**config.mk**
```make
export PLATFORM = sky130hd
export DESIGN_NAME = debouncer_multi
export DESIGN_NICKNAME = d
export VERILOG_FILES = /design/src/rtl/debouncer_multi.sv
export SDC_FILE = /design/constraint.sdc
export NUM_CORES = 1
export LEC_CHECK = 0
export ABC_AREA = 1
export ABC_CLOCK_PERIOD_IN_PS = 3500
export BUFFER_PORTS_ARGS = -buffer_cell sky130_fd_sc_hd__buf_2
export CAP_MARGIN = 40
export CORE_UTILIZATION = 47
export CTS_BUF_LIST = sky130_fd_sc_hd__clkbuf_4
export DETAILED_ROUTE_END_ITERATION = 7
export PLACE_DENSITY = 0.66
export SLEW_MARGIN = 20
export SYNTH_ARGS = -nofsm -noshare
export SYNTH_HDL_FRONTEND = slang
export SYNTH_SLANG_ARGS = --single-unit
```
**constraint.sdc**
```tcl
create_clock -name clk -period 3.5 [get_ports clk]
set_input_delay 0.7 -clock clk [delete_from_list [all_inputs] [get_ports clk]]
set_output_delay 0.7 -clock clk [all_outputs]
set_load 0.005 [all_outputs]
```
**src/rtl/debouncer_multi.sv**
```systemverilog
// debouncer_multi: per-channel synchroniser plus stability-counter debouncer
// producing a clean level and single-cycle rise/fall pulses.
module debouncer_multi #(
  parameter int   N_CH          = 4,
  parameter int   STABLE_CYCLES = 16,
  parameter int   SYNC_STAGES   = 2,
  parameter int   MODE          = 0,
  parameter logic RESET_VAL     = 1'b0
) (
  input  logic            clk,
  input  logic            reset,
  input  logic            sample_en,
  input  logic [N_CH-1:0] btn_in,
  output logic [N_CH-1:0] btn_out,
  output logic [N_CH-1:0] rise,
  output logic [N_CH-1:0] fall
);
  localparam int CNT_W = $clog2(STABLE_CYCLES + 1);
  localparam logic [CNT_W-1:0] CNT_MAX = CNT_W'(STABLE_CYCLES - 1);
  for (genvar c = 0; c < N_CH; c++) begin : g_ch
    logic [SYNC_STAGES-1:0] r_sync;
    logic [CNT_W-1:0]       r_cnt;
    logic                   r_out, r_rise, r_fall;
    logic                   w_s, w_fast_fall, w_accept, w_clear;
    assign w_s         = r_sync[SYNC_STAGES-1];
    // press-only mode drops the level as soon as the synchronised input is low
    assign w_fast_fall = (MODE == 1) && !w_s && r_out;
    assign w_accept    = (w_s != r_out) && sample_en && (r_cnt == CNT_MAX);
    assign w_clear     = w_fast_fall || (w_s == r_out) || w_accept;
    always_ff @(posedge clk or negedge reset)
      if (!reset) begin
        r_sync <= {SYNC_STAGES{RESET_VAL}};
        r_cnt  <= '0;
        r_out  <= RESET_VAL;
        r_rise <= 1'b0;
        r_fall <= 1'b0;
      end else begin
        r_sync <= {r_sync[SYNC_STAGES-2:0], btn_in[c]};
        r_rise <= w_accept && w_s;
        r_fall <= w_fast_fall || (w_accept && !w_s);
        r_out  <= (w_fast_fall || w_accept) ? w_s : r_out;
        r_cnt  <= w_clear ? '0 : sample_en ? r_cnt + 1'b1 : r_cnt;
      end
    assign btn_out[c] = r_out;
    assign rise[c]    = r_rise;
    assign fall[c]    = r_fall;
  end
endmodule

```
==> metrics.yaml <==
crit_cells: 1
pwr-share-clk_pct: 41.0
root_buffer: "clkbuf_4"
synth-seq-cells: 40
netlist_area_mm2: 0.00186
seqPwrFrac_pct: 53.9
overflow: 0
crit_chain: "buf_2"
drt_wl_total_um: 2760
netlist_top_cells_area: "dfrtp_1, nand2_1, inv_1, ha_1, buf_4"
grt_pass1_wl_um: 5130
setup_ws_ns: 1.89
async_flop_share_pct: 100
dp_slack_ns: 1.80
layoutNonFillerInstCount: 271
gp_congestion: 0.750
tritoncts: "built"
swShare_pct: 21.2
yosys.area_share.simple_pct: 24.2
synth_adder_area_share_pct: 5.38
status: "completed"
detailroute.via_count: 1250
synth_top_cell_area_share_pct: 53.8
numCtsBuffers: 5
drive_gt1_share_pct: 11.7
p_int_w: 0.000708
irDropWorstVdd_v: 0.000365
skew_ns: 0.0169
clock.fmax_ghz: 0.620
synth_warnings: 0
netlist.top_cell.by_area: "dfrtp_1"
grt_pass1_vias: 1255
synth.distinct_cells: 12
first_pass_iters: 4
syn_area_per_cell_um2: 8.73
drc: 0
timing.final.crit_share_pct: 46.1
synth_xor_area_share_pct: 1.88
ios: 19
ctsLongestPathBuffers: 2
dp_cells: 264
yosysMostFrequentCell: "nand2_1"
antenna_found_initial: 0
synth_compound_area_share_pct: 2.15
r2r_start: "g_ch[1].r_cnt[0]"
die_area_mm2: 0.00421
numPortBuffers: 18
htreeDepth: 2
die_h_um: 64.9
setup_viol: 0
setup_tns_ns: 0
synth_ff_type: "dfrtp_1"
synthMuxAreaShare_pct: 0
cts.sinks: 40
relSlewSlack_pct: 73.3
postCtsResizedCells: 0
cpLargestDelayFamily: "flip-flops"
finalNetCount: 238
rows: 22
finalHoldViolCount: 0
insertion_delay_ns: 0.35
critical_path_class: "reg2out"
slowest_stage: "dfrtp_1"
areaGrowthSynthToFinish_pct: 7.67
netlist_instances: 213
worst_slew_pin_slew_ns: 0.401
cap_violations: 0
critPathCaptureType: "output pin"
rsz0062_at_grt: "false"
cp.arrival_ns: 0.91
reg2regPathDepth: 7
grt_max_degree: 28
power_leakage_nw: 1.05
cp-start-kind: "flop"
seq_area_frac_synth_pct: 53.8
combPwrFrac_pct: 5.1
wl_per_cell_um: 10.2
core_mm2: 0.00372
synth_edf_count: 0
ctsHoldBuffers: 0
slew_viol_final: 0
worst-path-buf-inv: 1
r2r_setup_slack_ns: 2.12
clkTransAtPathRegs_ns: 0.12
track_usage_pct: 16.3
path_max_fanout: 4
cts_setup_buffers: 0
die_x_um: 64.9
synth_top_family_by_area: "simple AND/OR/NAND/NOR gates"
ant_nets: 0
min-delay-path-class: "in2async"
dp_hpwl_um: 1950
crit_path_max_incr_delay_ns: 0.43
nFillCells: 346
min_period_ns: 1.61
r2r_end: "g_ch[1].r_cnt[3]"
start_util_pct: 50.1
synth_common_cells: "nand2_1, dfrtp_1, inv_1, nor2_1, buf_4"
worstPathRequired_ns: 2.80
p_sw_w: 0.000191
fin_hold_ws_ns: 0.216
drt_iter0_drc: 75
n_antenna_cell: 0
syn_nets: 228
p_per_area_mw_per_mm2: 449
viasPerCell: 4.61
-- flip-flops by register name (all words and copies together) (netlist names) --
register,count
g_ch.r_out,4
g_ch.r_cnt,20
g_ch.r_rise,4
g_ch.r_sync,8
g_ch.r_fall,4
-- metal layers --
metal / GRT usage (%) / share of wire (%)
met5: 0 / 0
met4: 5.83 / 0.76
met3: 6.87 / 4.1
met2: 27.0 / 47
met1: 18.7 / 48
-- how the worst max path moves through the flow --
stage / from / to / slack [ns]
detailed placement: sample_en / g_ch[2].r_cnt[0] / 1.80
finish: g_ch[2].r_out / btn_out[2] / 1.89
floorplan: sample_en / g_ch[0].r_cnt[2] / 2.21
CTS: g_ch[2].r_out / btn_out[2] / 1.87
global route: g_ch[2].r_out / btn_out[2] / 1.82
global placement: sample_en / g_ch[2].r_cnt[4] / 1.84
-- layout make-up --
| cell class | instances | area, um^2 | area share [%] |
|---|---|---|---|
| Sequential cell | 40 | 1000 | 50.0 |
| Multi-Input combinational cell | 128 | 626 | 31.2 |
| Timing Repair Buffer | 19 | 110 | 5.50 |
| Inverter | 29 | 109 | 5.43 |
| Clock inverter | 2 | 60.1 | 3.00 |
| Tap cell | 48 | 60.1 | 3.00 |
| Clock buffer | 5 | 37.5 | 1.87 |
-- placed cells by master (no fill, tap or decap), drive strengths merged --
master	n
bufinv	2
nand4	12
inv	29
nand3	12
ha	8
nand2	60
nor2	24
o21ai	8
xor2	4
clkbuf	5
dfrtp	40
buf	19
-- power groups by stage --
stage / Combinational (W) / Clock (W) / Sequential [W]
after floorplan: 0.0000299 / 0 / 0.000491
after global placement: 0.0000434 / 0 / 0.000493
after detailed placement: 0.0000472 / 0 / 0.000493
after CTS: 0.0000477 / 0.000377 / 0.000484
after global routing: 0.0000554 / 0.000397 / 0.000486
final: 0.0000462 / 0.000369 / 0.000484
-- cells by family after synthesis --
logic type | after synthesis
xor gates and xnor gates | 4
adders and majority gates | 8
DFF | 40
and+or+nand+nor | 108
buffers and inverters | 45
AOI/OAI and AO/OA | 8
-- stage by stage --
step | total power, W | instance area, um^2 | utilization, %
2_1_floorplan | 0.000520 | 1860 | -
3_3_place_gp | 0.000536 | 1890 | 50.7
3_5_place_dp | 0.000540 | 1910 | 51.3
4_1_cts | 0.000909 | 2000 | 53.9
5_1_grt | 0.000938 | 2000 | 53.9
6_report | 0.000899 | 2000 | 53.9
No activity file was read; power rests on OpenSTA's default activity.
